===== config.mk =====
export PLATFORM = sky130hd
export DESIGN_NAME = fetch_prefetch_unit
export DESIGN_NICKNAME = d
export VERILOG_FILES = /design/src/rtl/fetch_pkg.sv /design/src/rtl/prefetch_fifo.sv /design/src/rtl/fetch_prefetch_unit.sv
export SDC_FILE = /design/constraint.sdc
export NUM_CORES = 1
export LEC_CHECK = 0
export CORE_AREA = 2 2 213 215
export CTS_CLUSTER_SIZE = 40
export DETAILED_ROUTE_END_ITERATION = 8
export DIE_AREA = 0 0 215 217
export SLEW_MARGIN = 25
export SYNTH_ARGS = -nofsm -noshare
export SYNTH_HDL_FRONTEND = slang
export SYNTH_SLANG_ARGS = --single-unit

===== constraint.sdc =====
create_clock -name CLK -period 9.2 [get_ports CLK]
set_clock_uncertainty 0.15 [all_clocks]
set_input_delay 1.84 -clock CLK [delete_from_list [all_inputs] [get_ports CLK]]
set_output_delay 1.84 -clock CLK [all_outputs]
set_load 0.02 [all_outputs]

===== src/rtl/fetch_pkg.sv =====
// Shared types and constants for the instruction-fetch front end.
package fetch_pkg;

    localparam logic [31:0] NOP_INSTR  = 32'h0000_0000;
    localparam logic [31:0] WORD_BYTES = 32'd4;

    typedef struct packed {
        logic [31:0] pc;
        logic [31:0] instr;
    } fetch_entry_t;

    function automatic int clog2(input int value);
        int w;
        w = 0;
        for (int i = 0; i < 31; i++) begin
            if ((1 << i) < value) w = i + 1;
        end
        return w;
    endfunction

endpackage


===== src/rtl/prefetch_fifo.sv =====
// Prefetch queue: DEPTH-entry synchronous FIFO, head visible combinationally, push lands next cycle.
// Clear beats push and pop; push when full and pop when empty are ignored.
module prefetch_fifo
    import fetch_pkg::*;
#(
    parameter int  DEPTH = 4,
    localparam int PW    = clog2(DEPTH)
) (
    input  logic          clk_i,
    input  logic          rst_ni,
    input  logic          push_i,
    input  fetch_entry_t  push_dat_i,
    input  logic          pop_i,
    input  logic          clear_i,
    output fetch_entry_t  head_dat_o,
    output logic [PW:0]   count_o,
    output logic          full_o,
    output logic          empty_o
);

    fetch_entry_t        mem_q [DEPTH];
    logic [PW-1:0]       wr_ptr_q, rd_ptr_q;
    logic [PW:0]         count_q;
    logic                do_push, do_pop;

    assign full_o     = (count_q == (PW+1)'(DEPTH));
    assign empty_o    = (count_q == '0);
    assign count_o    = count_q;
    assign head_dat_o = mem_q[rd_ptr_q];
    assign do_push    = push_i & ~full_o & ~clear_i;
    assign do_pop     = pop_i & ~empty_o & ~clear_i;

    always_ff @(posedge clk_i) begin
        if (!rst_ni || clear_i) begin
            wr_ptr_q <= '0;
            rd_ptr_q <= '0;
            count_q  <= '0;
        end else begin
            if (do_push) wr_ptr_q <= wr_ptr_q + 1'b1;
            if (do_pop)  rd_ptr_q <= rd_ptr_q + 1'b1;
            count_q <= count_q + {{PW{1'b0}}, do_push} - {{PW{1'b0}}, do_pop};
        end
    end

    always_ff @(posedge clk_i) begin
        if (do_push) mem_q[wr_ptr_q] <= push_dat_i;
    end

endmodule


===== src/rtl/fetch_prefetch_unit.sv =====
// Fetch PC + single-outstanding imem handshake feeding a prefetch queue and the decode register (queue-to-D one edge).
// Decode stall freezes D; optional FETCH_PERF_EN adds saturating bubble/redirect counters.
module fetch_prefetch_unit
    import fetch_pkg::*;
#(
    parameter int          DEPTH    = 4,
    parameter logic [31:0] RESET_PC = 32'h0000_0000
) (
    input  logic        CLK,
    input  logic        reset,
    input  logic        staIF,
    input  logic        StaID,
    input  logic        PCsrcD,
    input  logic [31:0] pcBranchD,
    output logic        imem_req,
    output logic [31:0] imem_addr,
    input  logic        imem_ack,
    input  logic [31:0] imem_rdata,
    output logic [31:0] instructionD,
    output logic [31:0] pcplus4D,
    output logic        validD
`ifdef FETCH_PERF_EN
    ,
    output logic [31:0] bubble_cnt,
    output logic [31:0] redirect_cnt
`endif
);

    localparam int          PW      = clog2(DEPTH);
    localparam logic [PW:0] DEPTH_L = (PW+1)'(DEPTH);

    logic [31:0]  fetch_pc_q, fetch_pc_d, req_addr_q;
    logic         pending_q, pending_d, drop_q, drop_d;
    logic [31:0]  instr_q, instr_d, pcp4_q, pcp4_d;
    logic         valid_q, valid_d;
    logic         issue_ok, ack_vld, redirect, accept, pop;
    fetch_entry_t head_dat, push_dat;
    logic [PW:0]  fifo_count;
    logic         fifo_full, fifo_empty;

    prefetch_fifo #(.DEPTH(DEPTH)) u_fifo (
        .clk_i      (CLK),
        .rst_ni     (reset),
        .push_i     (accept & ~fifo_full),
        .push_dat_i (push_dat),
        .pop_i      (pop),
        .clear_i    (redirect),
        .head_dat_o (head_dat),
        .count_o    (fifo_count),
        .full_o     (fifo_full),
        .empty_o    (fifo_empty)
    );

    always_comb begin
        issue_ok = ~staIF & ~pending_q & ((fifo_count + {{PW{1'b0}}, pending_q}) < DEPTH_L);
        imem_req = reset & (pending_q | issue_ok);
        // An outstanding request keeps its own address even after a redirect moves fetch_pc.
        imem_addr = pending_q ? req_addr_q : fetch_pc_q;
        ack_vld   = imem_ack & imem_req;
        redirect  = PCsrcD & ~StaID;
        accept    = ack_vld & ~drop_q & ~redirect;
        pop       = ~StaID & ~fifo_empty & ~redirect;
        push_dat  = '{pc: imem_addr, instr: imem_rdata};
        pending_d = imem_req & ~ack_vld;

        drop_d = drop_q;
        if (redirect)     drop_d = imem_req & ~ack_vld;
        else if (ack_vld) drop_d = 1'b0;

        fetch_pc_d = fetch_pc_q;
        if (redirect)    fetch_pc_d = {pcBranchD[31:2], 2'b00};
        else if (accept) fetch_pc_d = fetch_pc_q + WORD_BYTES;

        instr_d = instr_q;
        pcp4_d  = pcp4_q;
        valid_d = valid_q;
        if (redirect || (!StaID && fifo_empty)) begin
            instr_d = NOP_INSTR;
            pcp4_d  = '0;
            valid_d = 1'b0;
        end else if (!StaID) begin
            instr_d = head_dat.instr;
            pcp4_d  = head_dat.pc + WORD_BYTES;
            valid_d = 1'b1;
        end
    end

    always_ff @(posedge CLK) begin
        if (!reset) begin
            fetch_pc_q <= RESET_PC;
            req_addr_q <= RESET_PC;
            pending_q  <= 1'b0;
            drop_q     <= 1'b0;
            instr_q    <= NOP_INSTR;
            pcp4_q     <= '0;
            valid_q    <= 1'b0;
        end else begin
            fetch_pc_q <= fetch_pc_d;
            req_addr_q <= imem_addr;
            pending_q  <= pending_d;
            drop_q     <= drop_d;
            instr_q    <= instr_d;
            pcp4_q     <= pcp4_d;
            valid_q    <= valid_d;
        end
    end

    assign instructionD = instr_q;
    assign pcplus4D     = pcp4_q;
    assign validD       = valid_q;

`ifdef FETCH_PERF_EN
    logic [31:0] bubble_cnt_q, redirect_cnt_q;

    always_ff @(posedge CLK) begin
        if (!reset) begin
            bubble_cnt_q   <= '0;
            redirect_cnt_q <= '0;
        end else begin
            if (!StaID && fifo_empty && bubble_cnt_q != '1) bubble_cnt_q <= bubble_cnt_q + 32'd1;
            if (redirect && redirect_cnt_q != '1) redirect_cnt_q <= redirect_cnt_q + 32'd1;
        end
    end

    assign bubble_cnt   = bubble_cnt_q;
    assign redirect_cnt = redirect_cnt_q;
`endif

endmodule


# [Word-level counts from Yosys, hierarchy flattened]
# Memory sizes are Yosys's and may differ from the RTL's. A register that Yosys moved wholly into a read port is not among the register bits.
# Cells that the tools add are included.
# Widths: inputs -> output; s select.
[classes] n_eq_ne=1 multipliers=0 reduce_logical=10 bitwise_logic=25 div_mod_pow=0 n_shift=0 n_mux=9 addsub=7 magnitude_cmp=1
[ops] op="$mux 32" count=3
[ops] op="$add 32x3->32 const B" count=2
[ops] op="$and 1x1->1" count=15
[ops] op="$not 1->1" count=9
[ops] op="$add 3x1->3" count=2
[ops] op="$add 2x1->2 const B" count=2
[ops] op="$mux 1" count=4
[ops] op="$mux 2" count=2
[ops] op="$reduce_bool 2->1" count=2
[ops] op="$reduce_or 2->1" count=2
[ops] op="$eq 3x3->1 const B" count=1
[ops] op="$logic_not 3->1" count=1
[ops] op="$lt 3x3->1 const B" count=1
[ops] op="$sub 3x1->3" count=1
[ops] op="$logic_not 1->1" count=2
[ops] op="$logic_or 1x1->1" count=2
[ops] op="$logic_and 1x1->1" count=1
[ops] op="$or 1x1->1" count=1
[totals] latch_bits=0 inputBits=70 ff_bits=138 rom_bits=0 mem_count=1 ramBits=256
[mem_list] name="u_fifo.mem_q" depth=4 word_bits=64 read_ports=1 rd_clocked_by_memory_dff=1 write_ports=1 line="prefetch_fifo.sv:21" rtl="fetch_entry_t mem_q [DEPTH];"

# [Longest topological paths before layout]
# Gate-level depths: netlist (run 1).
[depth] ltp_word=13 ltp_mapped=11 ltp_nobuf=9

# [Cells and area by module]
# From an unflattened synthesis (run 1), not the netlist that was laid out.
[hier_totals] cells_unflattened=1023 hier_area_um2=15568.7
[modules_own_cells] mod="prefetch_fifo" instances=1 area_each_um2=9751.9 seq_area_each_um2=7867.5 cells_each=386
[modules_own_cells] mod="fetch_prefetch_unit" instances=1 area_each_um2=5816.8 seq_area_each_um2=2582.5 cells_each=637

# [Worst setup path after synthesis (run 1)]
# OpenSTA, ideal clock, no wires.
[synth_timing] path_type="input to register" from="in staIF" to="mem u_fifo.mem_q[0][0] in the netlist's numbering (enable)" n_path_buf=1 t_arrival_ns=4.315 t_required_ns=8.621 stages=6 slack_ns=4.306 path_cell_list="o21bai_1 and3_1 buf_1 nand2_1 nor2_1 and2_1"
[synth_via] elab_chain_len=13
[synth_lines] item="start: declaration" line="fetch_prefetch_unit.sv:11" rtl="input logic staIF,"
[synth_lines] item="$not 1->1" line="fetch_prefetch_unit.sv:55" rtl="issue_ok = ~staIF & ~pending_q & ((fifo_count + {{PW{1'b0}}, pending_q}) < DEPTH_L);"
[synth_lines] item="$and 1x1->1 (2 in a row)" line="fetch_prefetch_unit.sv:55"
[synth_lines] item="$or 1x1->1" line="fetch_prefetch_unit.sv:56" rtl="imem_req = reset & (pending_q | issue_ok);"
[synth_lines] item="$and 1x1->1" line="fetch_prefetch_unit.sv:56"
[synth_lines] item="$and 1x1->1" line="fetch_prefetch_unit.sv:59" rtl="ack_vld = imem_ack & imem_req;"
[synth_lines] item="$and 1x1->1 (2 in a row)" line="fetch_prefetch_unit.sv:61" rtl="accept = ack_vld & ~drop_q & ~redirect;"
[synth_lines] item="$and 1x1->1" line="fetch_prefetch_unit.sv:44" rtl=".push_i (accept & ~fifo_full),"
[synth_lines] item="$and 1x1->1 (2 in a row)" line="prefetch_fifo.sv:30" rtl="assign do_push = push_i & ~full_o & ~clear_i;"
[synth_lines] item="$mux 1" line="prefetch_fifo.sv:46" rtl="if (do_push) mem_q[wr_ptr_q] <= push_dat_i;"
[synth_lines] item="$mux 1 (not written as such)" line="prefetch_fifo.sv:46"
[synth_lines] item="end: declaration" line="prefetch_fifo.sv:21"
# Every way passes these cells.

# [Worst setup path in the final report (run 1)]
[layout_timing] from="in reset" to="out imem_req"
[layout_via] elab_chain_len=1
[layout_lines] item="start: declaration" line="fetch_prefetch_unit.sv:10" rtl="input logic reset,"
[layout_lines] item="$and 1x1->1" line="fetch_prefetch_unit.sv:56"
[layout_lines] item="end: declaration" line="fetch_prefetch_unit.sv:15" rtl="output logic imem_req,"
# Every way passes these cells.

==> impl_metrics.yaml, run 1 <==
sta:
  fmax_ghz: 0.178
  period_minus_slack_ps: 5610
  hold_viol: 0
  period_share_pct: 61.0
  fin_tns_setup_ps: 0
  tightest_slew_ps: 978
  rsz0062_at_grt: "false"
  slew_headroom_pct: 34.6
  setup_viol: 0
  maxSlewViolCount: 0
placed_design:
  placed_area_mm2: 0.0176
  dp.cells: 1724
  dp_hpwl_um: 22000
  gp_congestion: 0.797
  io_buffer_count: 165
finish:
  final_nets: 1248
  final_cells: 1804
  diodes: 0
  n_fill_cell: 4145
  area.growth.synth_to_final_pct: 24.5
  drive_gt1_share_pct: 15.0
  final_area_mm2: 0.0191
clocking:
  clkTransAtPathRegs_ps: 60
  cts_tree: "done"
  numClockSinks: 394
  ctsHoldBuffers: 0
  clockBufferDepth: 3
  post_cts_resized: 0
  root_buffer: "clkbuf_16"
  post_cts_buffers: 0
  cts_max_level: 2
  clk_latency_ps: 570
  cts_buffers: 43
worst_setup_path:
  critical_path_class: "input port to primary output"
  cp-startpoint: "reset"
  path_max_fanout: 57
  end_kind: "primary output"
  cp.required_ps: 7210
  crit_path_start_kind: "input port"
  worstPathArrival_ps: 3620
routing:
  drt-pass1-iter-count: 4
  via_per_inst: 4.91
  antenna_left: 0
  drt_iter0_markers: 412
  drt-total-wl_um: 34900
  vias: 8853
  wl_per_cell_um: 19.3
  drc: 0
global_routing:
  grtUsageMet2_pct: 22.7
  grt_busiest_layer: "met2"
  grt_antenna_before_repair: 0
  grt-ovfl-total: 0
  met3_usage_pct: 3.21
  grt_pass1_vias: 8844
  grt_max_degree: 79
  grtUsageTotal_pct: 15.0
  grtUsageMet1_pct: 21.5
  grt_pass1_wl_um: 53200
min_path:
  min_from: "validD"
  min_path_type: "flop to flop"
floorplan:
  initial_core_util_pct: 34.3
  rows: 78
  die_w_um: 215
  dieArea_mm2: 0.0467
  die_y_um: 217
  ios: 168
  core-area_mm2: 0.0447
yosys:
  syn_inst: 998
  synth.top_cell.area_share_pct: 50.2
  synth_fp_nets: 1077
  synth_seq_cells: 394
  synth-edff-count: 256
  synth_cell_types: 46
  syn_area_mm2: 0.0153
  synth_top_cell_by_area: "edfxtp_1"
  avgSynthCellArea_um2: 15.4
  ys_seq_area_share_pct: 68.2
  synthArstFlopShare_pct: 0
  synth_flop_cell: "edfxtp_1"
  synth_area_leaders: "edfxtp_1 50%, dfxtp_1 18%, mux4_2 9.0%"
  yosys_warnings: 0
run:
  maxCapViolCount: 0
pwr:
  powerDensity_mw_per_mm2: 211
  power_mw: 4.03
  worst_ir_drop_vdd_v: 0.000111
  leakage_nw: 6.27
outcome:
  status: "finished, final reports clean"
[flip-flops by register name, indices dropped and copies added (netlist names), named ones only]
name	count
u_fifo.mem_q	256
instructionD	32
pcplus4D	32
req_addr_q	32
fetch_pc_q	30
u_fifo.count_o	3
u_fifo.rd_ptr_q	2
u_fifo.wr_ptr_q	2
drop_q	1
pending_q	1
validD	1
[through the flow]
| stage | util (%) | worst slack [ps] | hold WS (ps) |
|---|---|---|---|
| after detailed placement | 39.4 | 3570 | 301 |
| after global routing | 42.7 | 3450 | 334 |
| final | 42.7 | 3590 | 308 |
| after CTS | 42.7 | 3570 | 315 |
| after global placement | 39.4 | 3560 | 287 |
| after floorplan | - | 4310 | 308 |
[layer usage]
metal  wire [um]  up-vias
li1            -     4112
met1       16600     4422
met2       15100      264
met3        2260       55
met4         862        0
met5           0        -
[cells in the final DEF (no fill, tap or decap), types with 3 or more instances in the layout]
cell type,Yosys,final
and3_1,9,9
nor4_1,4,4
mux2i_1,37,37
clkbuf_1,35,10
o21ai_0,37,36
clkbuf_16,0,44
dfxtp_1,138,136
clkbuf_8,0,6
nor3_1,11,11
and2_1,40,36
buf_4,2,8
clkdlybuf4s50_1,0,165
xnor2_1,24,24
nand3_1,23,23
or3_1,4,4
inv_1,10,10
edfxtp_1,256,256
nand4_1,21,21
nand2_1,35,35
mux4_2,61,61
clkinv_2,0,6
ha_1,8,8
and2_4,0,4
a211oi_1,17,17
clkinv_1,1,7
a311oi_1,3,3
a21oi_1,36,36
mux2_2,28,28
and4_1,4,4
xor2_1,35,35
mux4_1,3,3
nor2_1,83,82
bufinv_16,0,4
[kinds of logic after synthesis]
family / share of synthesized area, %
DFF: 68.2
muxes: 14.0
AOI/OAI and AO/OA: 3.65
buffers and inverters: 1.82
and+or+nand+nor: 8.24
adders and majority gates: 0.784
xor gates and xnor gates: 3.37
[cell usage after synthesis (3+ instances only)]
| cell type | count |
|---|---|
| edfxtp_1 | 256 |
| dfxtp_1 | 138 |
| nor2_1 | 83 |
| mux4_2 | 61 |
| and2_1 | 40 |
| mux2i_1 | 37 |
| o21ai_0 | 37 |
| a21oi_1 | 36 |
| clkbuf_1 | 35 |
| nand2_1 | 35 |
| xor2_1 | 35 |
| mux2_2 | 28 |
| xnor2_1 | 24 |
| nand3_1 | 23 |
| nand4_1 | 21 |
| a211oi_1 | 17 |
| nor3_1 | 11 |
| inv_1 | 10 |
| and3_1 | 9 |
| ha_1 | 8 |
| buf_2 | 6 |
| and4_1 | 4 |
| buf_1 | 4 |
| nor4_1 | 4 |
| or3_1 | 4 |
| a311oi_1 | 3 |
| mux4_1 | 3 |
[path summary, 6_finish.rpt]
| check | to | slack (ps) | depth (start not counted) |
|---|---|---|---|
| worst max-delay path | imem_req | 3590 | 5 |
| worst min-delay path | validD | 310 | 1 |
| worst max register to register | pcplus4D[20] | 5260 | 8 |
| worst min register to register | validD | 310 | 1 |
[report_power, final]
part | internal (mW) | total, mW | switching [mW] | leakage, nW
logic | 0.151 | 0.334 | 0.184 | 2.12
clock network | 1.04 | 1.73 | 0.690 | 0.703
registers | 1.94 | 1.97 | 0.0292 | 3.45
total | 3.13 | 4.03 | 0.902 | 6.27
[final cells by class]
type                            count  area (um^2)  area share, %
Sequential cell                   394        10500           54.8
Multi-Input combinational cell    542         4620           24.2
Timing Repair Buffer              176         1760           9.24
Clock buffer                       60         1220           6.40
Tap cell                          600          751           3.94
Clock inverter                     20          218           1.14
Inverter                           12         46.3          0.243
[critical path, cell delays in order]
cell	delay [ps]
clkdlybuf4s50_1	450
buf_4	450
nand2_1	130
inv_1	130
clkdlybuf4s50_1	620
(Power assumes the default switching activity.)
==> run 2: changes to the inputs <==
- clock period: 9.2 -> 5.8 ns (I/O delays scaled with it)
==> run 2 against run 1 <==
Wire length fell by 1.1%. Die area did not move. Flip-flop and latch count is the same. Clock-buffer cell count is the same. Hold slack worse by 3.0 ps. Sequential power grew 58%. Non-clock buffer count up 5. First-iteration DRC count is 33% higher. Power increased by 56%. Worst setup slack worse by 2100 ps. Critical path type is now flop to primary output.
==> impl_metrics.yaml, run 2 (synthesized netlist as in run 1, its figures left out) <==
routing:
  via_per_inst: 4.86
  wl_per_cell_um: 19.1
  drt-total-wl_um: 34500
  drt_iter0_markers: 546
  drt-pass1-iter-count: 5
  vias: 8789
  drc: 0
  antenna_left: 0
global_routing:
  grt_antenna_before_repair: 0
  grtUsageMet1_pct: 20.8
  grtUsageTotal_pct: 15.0
  grt-ovfl-total: 0
  grt_pass1_wl_um: 53400
  grt_busiest_layer: "met2"
  grt_max_degree: 79
  grtUsageMet2_pct: 23.2
  met3_usage_pct: 3.84
  grt_pass1_vias: 8891
sta:
  tightest_slew_ps: 933
  hold_viol: 0
  period_minus_slack_ps: 4340
  hold_ws_ps: 304
  setup_ws_ps: 1460
  period_share_pct: 74.8
  fmax_ghz: 0.230
  slew_headroom_pct: 37.1
  setup_viol: 0
  rsz0062_at_grt: "false"
  maxSlewViolCount: 0
  fin_tns_setup_ps: 0
clocking:
  clockBufferDepth: 3
  cts_max_level: 2
  cts_buffers: 43
  clkTransAtPathRegs_ps: 60
  post_cts_buffers: 0
  numClockSinks: 394
  cts_tree: "done"
  ctsHoldBuffers: 0
  root_buffer: "clkbuf_16"
  clk_latency_ps: 550
  post_cts_resized: 0
pwr:
  power_mw: 6.28
  powerDensity_mw_per_mm2: 330
  worst_ir_drop_vdd_v: 0.000202
  leakage_nw: 6.26
placed_design:
  dp.cells: 1729
  gp_congestion: 0.778
  io_buffer_count: 165
  placed_area_mm2: 0.0177
  place_ws_ps: 1540
  dp_hpwl_um: 22200
floorplan:
  die_y_um: 217
  dieArea_mm2: 0.0467
  rows: 78
  initial_core_util_pct: 34.3
  die_w_um: 215
  core-area_mm2: 0.0447
  ios: 168
worst_setup_path:
  crit_path_start_kind: "flop"
  path_max_fanout: 20
  end_kind: "primary output"
  cp.required_ps: 4490
  worstPathArrival_ps: 3030
  critical_path_class: "flop to primary output"
finish:
  final_cells: 1807
  largest_reg_flops: 256
  final_util_pct: 42.6
  diodes: 0
  top_register: "u_fifo.mem_q"
  layout_commonest_cell: "edfxtp_1"
  final_area_mm2: 0.0191
  final_cell_mix: "256 x edfxtp_1, 165 x clkdlybuf4s50_1, 136 x dfxtp_1"
  area.growth.synth_to_final_pct: 24.3
  drive_gt1_share_pct: 15.2
  final_nets: 1253
min_path:
  min_path_type: "flop to flop"
run:
  maxCapViolCount: 0
outcome:
  status: "finished, final reports clean"
run 2: changes by cell type in the layout (fill, tap and decap cells not counted):
cell       change
buf_12         +1
buf_4          +4
bufinv_16      -1
clkbuf_1       +2
clkbuf_16      -1
clkbuf_8       -1
clkinv_1       -2
clkinv_2       +2
clkinv_4       -1
clkinv_8       -1
inv_6          +1
run 2: report_power, final:
group / internal (mW) / total [mW] / switching, mW
registers: 3.07 / 3.12 / 0.0520
logic: 0.242 / 0.527 / 0.285
clock network: 1.57 / 2.63 / 1.07
total: 4.88 / 6.28 / 1.40
run 2: worst max-delay path: stages (launching register included):
cell and delay (ps):
dfxtp_1 870, buf_4 420, nand2_1 70, o21ai_0 360
clkdlybuf4s50_1 750
run 2: per-layer routing:
metal | vias to the layer above | wire length (um)
li1 | 4124 | -
met1 | 4368 | 16100
met2 | 253 | 15400
met3 | 44 | 2410
met4 | 0 | 637
met5 | - | 0
run 2: worst paths after layout:
| kind | depth (start not counted) | from | to | slack, ps |
|---|---|---|---|---|
| worst max-delay path | 4 | pending_q | imem_addr[13] | 1460 |
| worst min-delay path | 1 | validD | validD | 300 |
| worst max register to register | 7 | pending_q | u_fifo.mem_q[3][27] | 1980 |
| worst min register to register | 1 | validD | validD | 300 |
run 2: cell type report:
cell class / count / area [um^2]
multi-input combinational: 542 / 4620
tap: 600 / 751
sequential: 394 / 10500
clock inverter: 18 / 174
timing repair buffer: 181 / 1810
clock buffer: 60 / 1190
inverter: 12 / 46.3
fill: 4116 / 25600
==> run 3: changes to the inputs <==
- clock period: 5.8 -> 3.74 ns (I/O delays scaled with it)
==> run 3 against run 2 <==
Flip-flop and latch count did not move. Final area rose by 0.99%. Wire length rose by 0.66%. Critical endpoint unchanged. Largest power group unchanged.
==> impl_metrics.yaml, run 3 (synthesized netlist as in run 1, its figures left out) <==
outcome:
  status: "finished, final reports clean"
worst_setup_path:
  end_kind: "primary output"
  critical_path_class: "flop to primary output"
  crit_path_start_kind: "flop"
  worstPathArrival_ps: 2460
  critPathSlowestCell: "clkdlybuf4s50_1"
  cp.required_ps: 2840
  worstPathCellList: "buf_4, o21ai_0, clkdlybuf4s50_1"
  path_max_fanout: 15
  max_stage_delay_ps: 750
routing:
  drt-pass1-iter-count: 5
  drc: 0
  drt_iter0_markers: 458
  vias: 8777
  drt-total-wl_um: 34700
  wl_per_cell_um: 19.0
  antenna_left: 0
  via_per_inst: 4.81
sta:
  period_share_pct: 89.9
  maxSlewViolCount: 0
  slew_headroom_pct: 31.5
  tightest_slew_ps: 1020
  fmax_ghz: 0.298
  fin_tns_setup_ps: 0
  period_minus_slack_ps: 3360
  setup_viol: 0
  hold_viol: 0
  rsz0062_at_grt: "false"
  setup_ws_ps: 379
floorplan:
  die_y_um: 217
  rows: 78
  core-area_mm2: 0.0447
  ios: 168
  die_w_um: 215
  dieArea_mm2: 0.0467
  initial_core_util_pct: 34.3
pwr:
  worst_ir_drop_vdd_v: 0.000272
  power_mw: 9.75
  powerDensity_mw_per_mm2: 507
  leakage_nw: 6.35
clocking:
  post_cts_buffers: 0
  clkTransAtPathRegs_ps: 60
  clockBufferDepth: 3
  cts_buffers: 43
  cts_max_level: 2
  numClockSinks: 394
  root_buffer: "clkbuf_16"
  cts_tree: "done"
  clk_latency_ps: 560
  ctsHoldBuffers: 0
  post_cts_resized: 0
finish:
  diodes: 0
  final_nets: 1267
  final_cells: 1823
  largest_reg_flops: 256
  drive_gt1_share_pct: 15.9
  final_cell_mix: "256 x edfxtp_1, 165 x clkdlybuf4s50_1, 136 x dfxtp_1"
  area.growth.synth_to_final_pct: 25.5
  final_util_pct: 43.0
  top_register: "u_fifo.mem_q"
  layout_commonest_cell: "edfxtp_1"
global_routing:
  grt-ovfl-total: 0
  grtUsageTotal_pct: 14.8
  grt_antenna_before_repair: 0
  grt_pass1_wl_um: 52300
  grt_pass1_vias: 8797
  grt_max_degree: 79
placed_design:
  place_ws_ps: 384
  dp_hpwl_um: 23100
  gp_congestion: 0.782
  io_buffer_count: 165
  dp.cells: 1743
min_path:
  min_path_type: "flop to flop"
run:
  maxCapViolCount: 0
==> run 3: changes by cell type in the layout (fill, tap and decap cells not counted), moves of 2 or more <==
cell,before,now
buf_12,3,10
clkinv_2,8,6
inv_6,3,1
clkbuf_1,12,15
buf_4,12,20
==> run 3: final cells by class <==
cell class              count  area, um^2
clock buffers              63        1210
clock inverters            17         155
fillers                  4065       25500
inverters                  12        46.3
multi-input cells         542        4620
flip-flops and latches    394       10500
well taps                 600         751
repair buffers            195        2000
==> run 3: where the power goes <==
part | internal [mW] | switching [mW] | total, mW
sequential | 4.76 | 0.0708 | 4.84
combinational | 0.384 | 0.454 | 0.838
clock | 2.40 | 1.68 | 4.08
==> run 3: per-stage QoR <==
step           area, um^2  hold slack [ps]
2_1_floorplan       15300              308
3_3_place_gp        17900              285
3_5_place_dp        17900              295
4_1_cts             19200              310
5_1_grt             19200              321
6_report            19200              308
==> run 3: critical path, delay by kind of cell, from the launching register on <==
family | cells | cell delay [ps]
AOI/OAI and AO/OA | 1 | 660
buffers and inverters | 2 | 950
DFF | 1 | 310
==> run 3: routing by layer <==
layer | global-route usage [%] | wire (um) | vias up
li1 | - | - | 4144
met1 | 21.1 | 16500 | 4343
met2 | 22.4 | 15300 | 237
met3 | 3.55 | 2110 | 53
met4 | 4.46 | 812 | 0
met5 | 0 | 0 | -
==> run 3: path summary, 6_finish.rpt <==
check | depth (start not counted) | slack (ps) | start | endpoint
worst max-delay path | 3 | 380 | pending_q | imem_addr[13]
worst min-delay path | 1 | 310 | validD | validD
worst max register to register | 7 | 860 | flop | pcplus4D[25]
worst min register to register | 1 | 310 | validD | validD
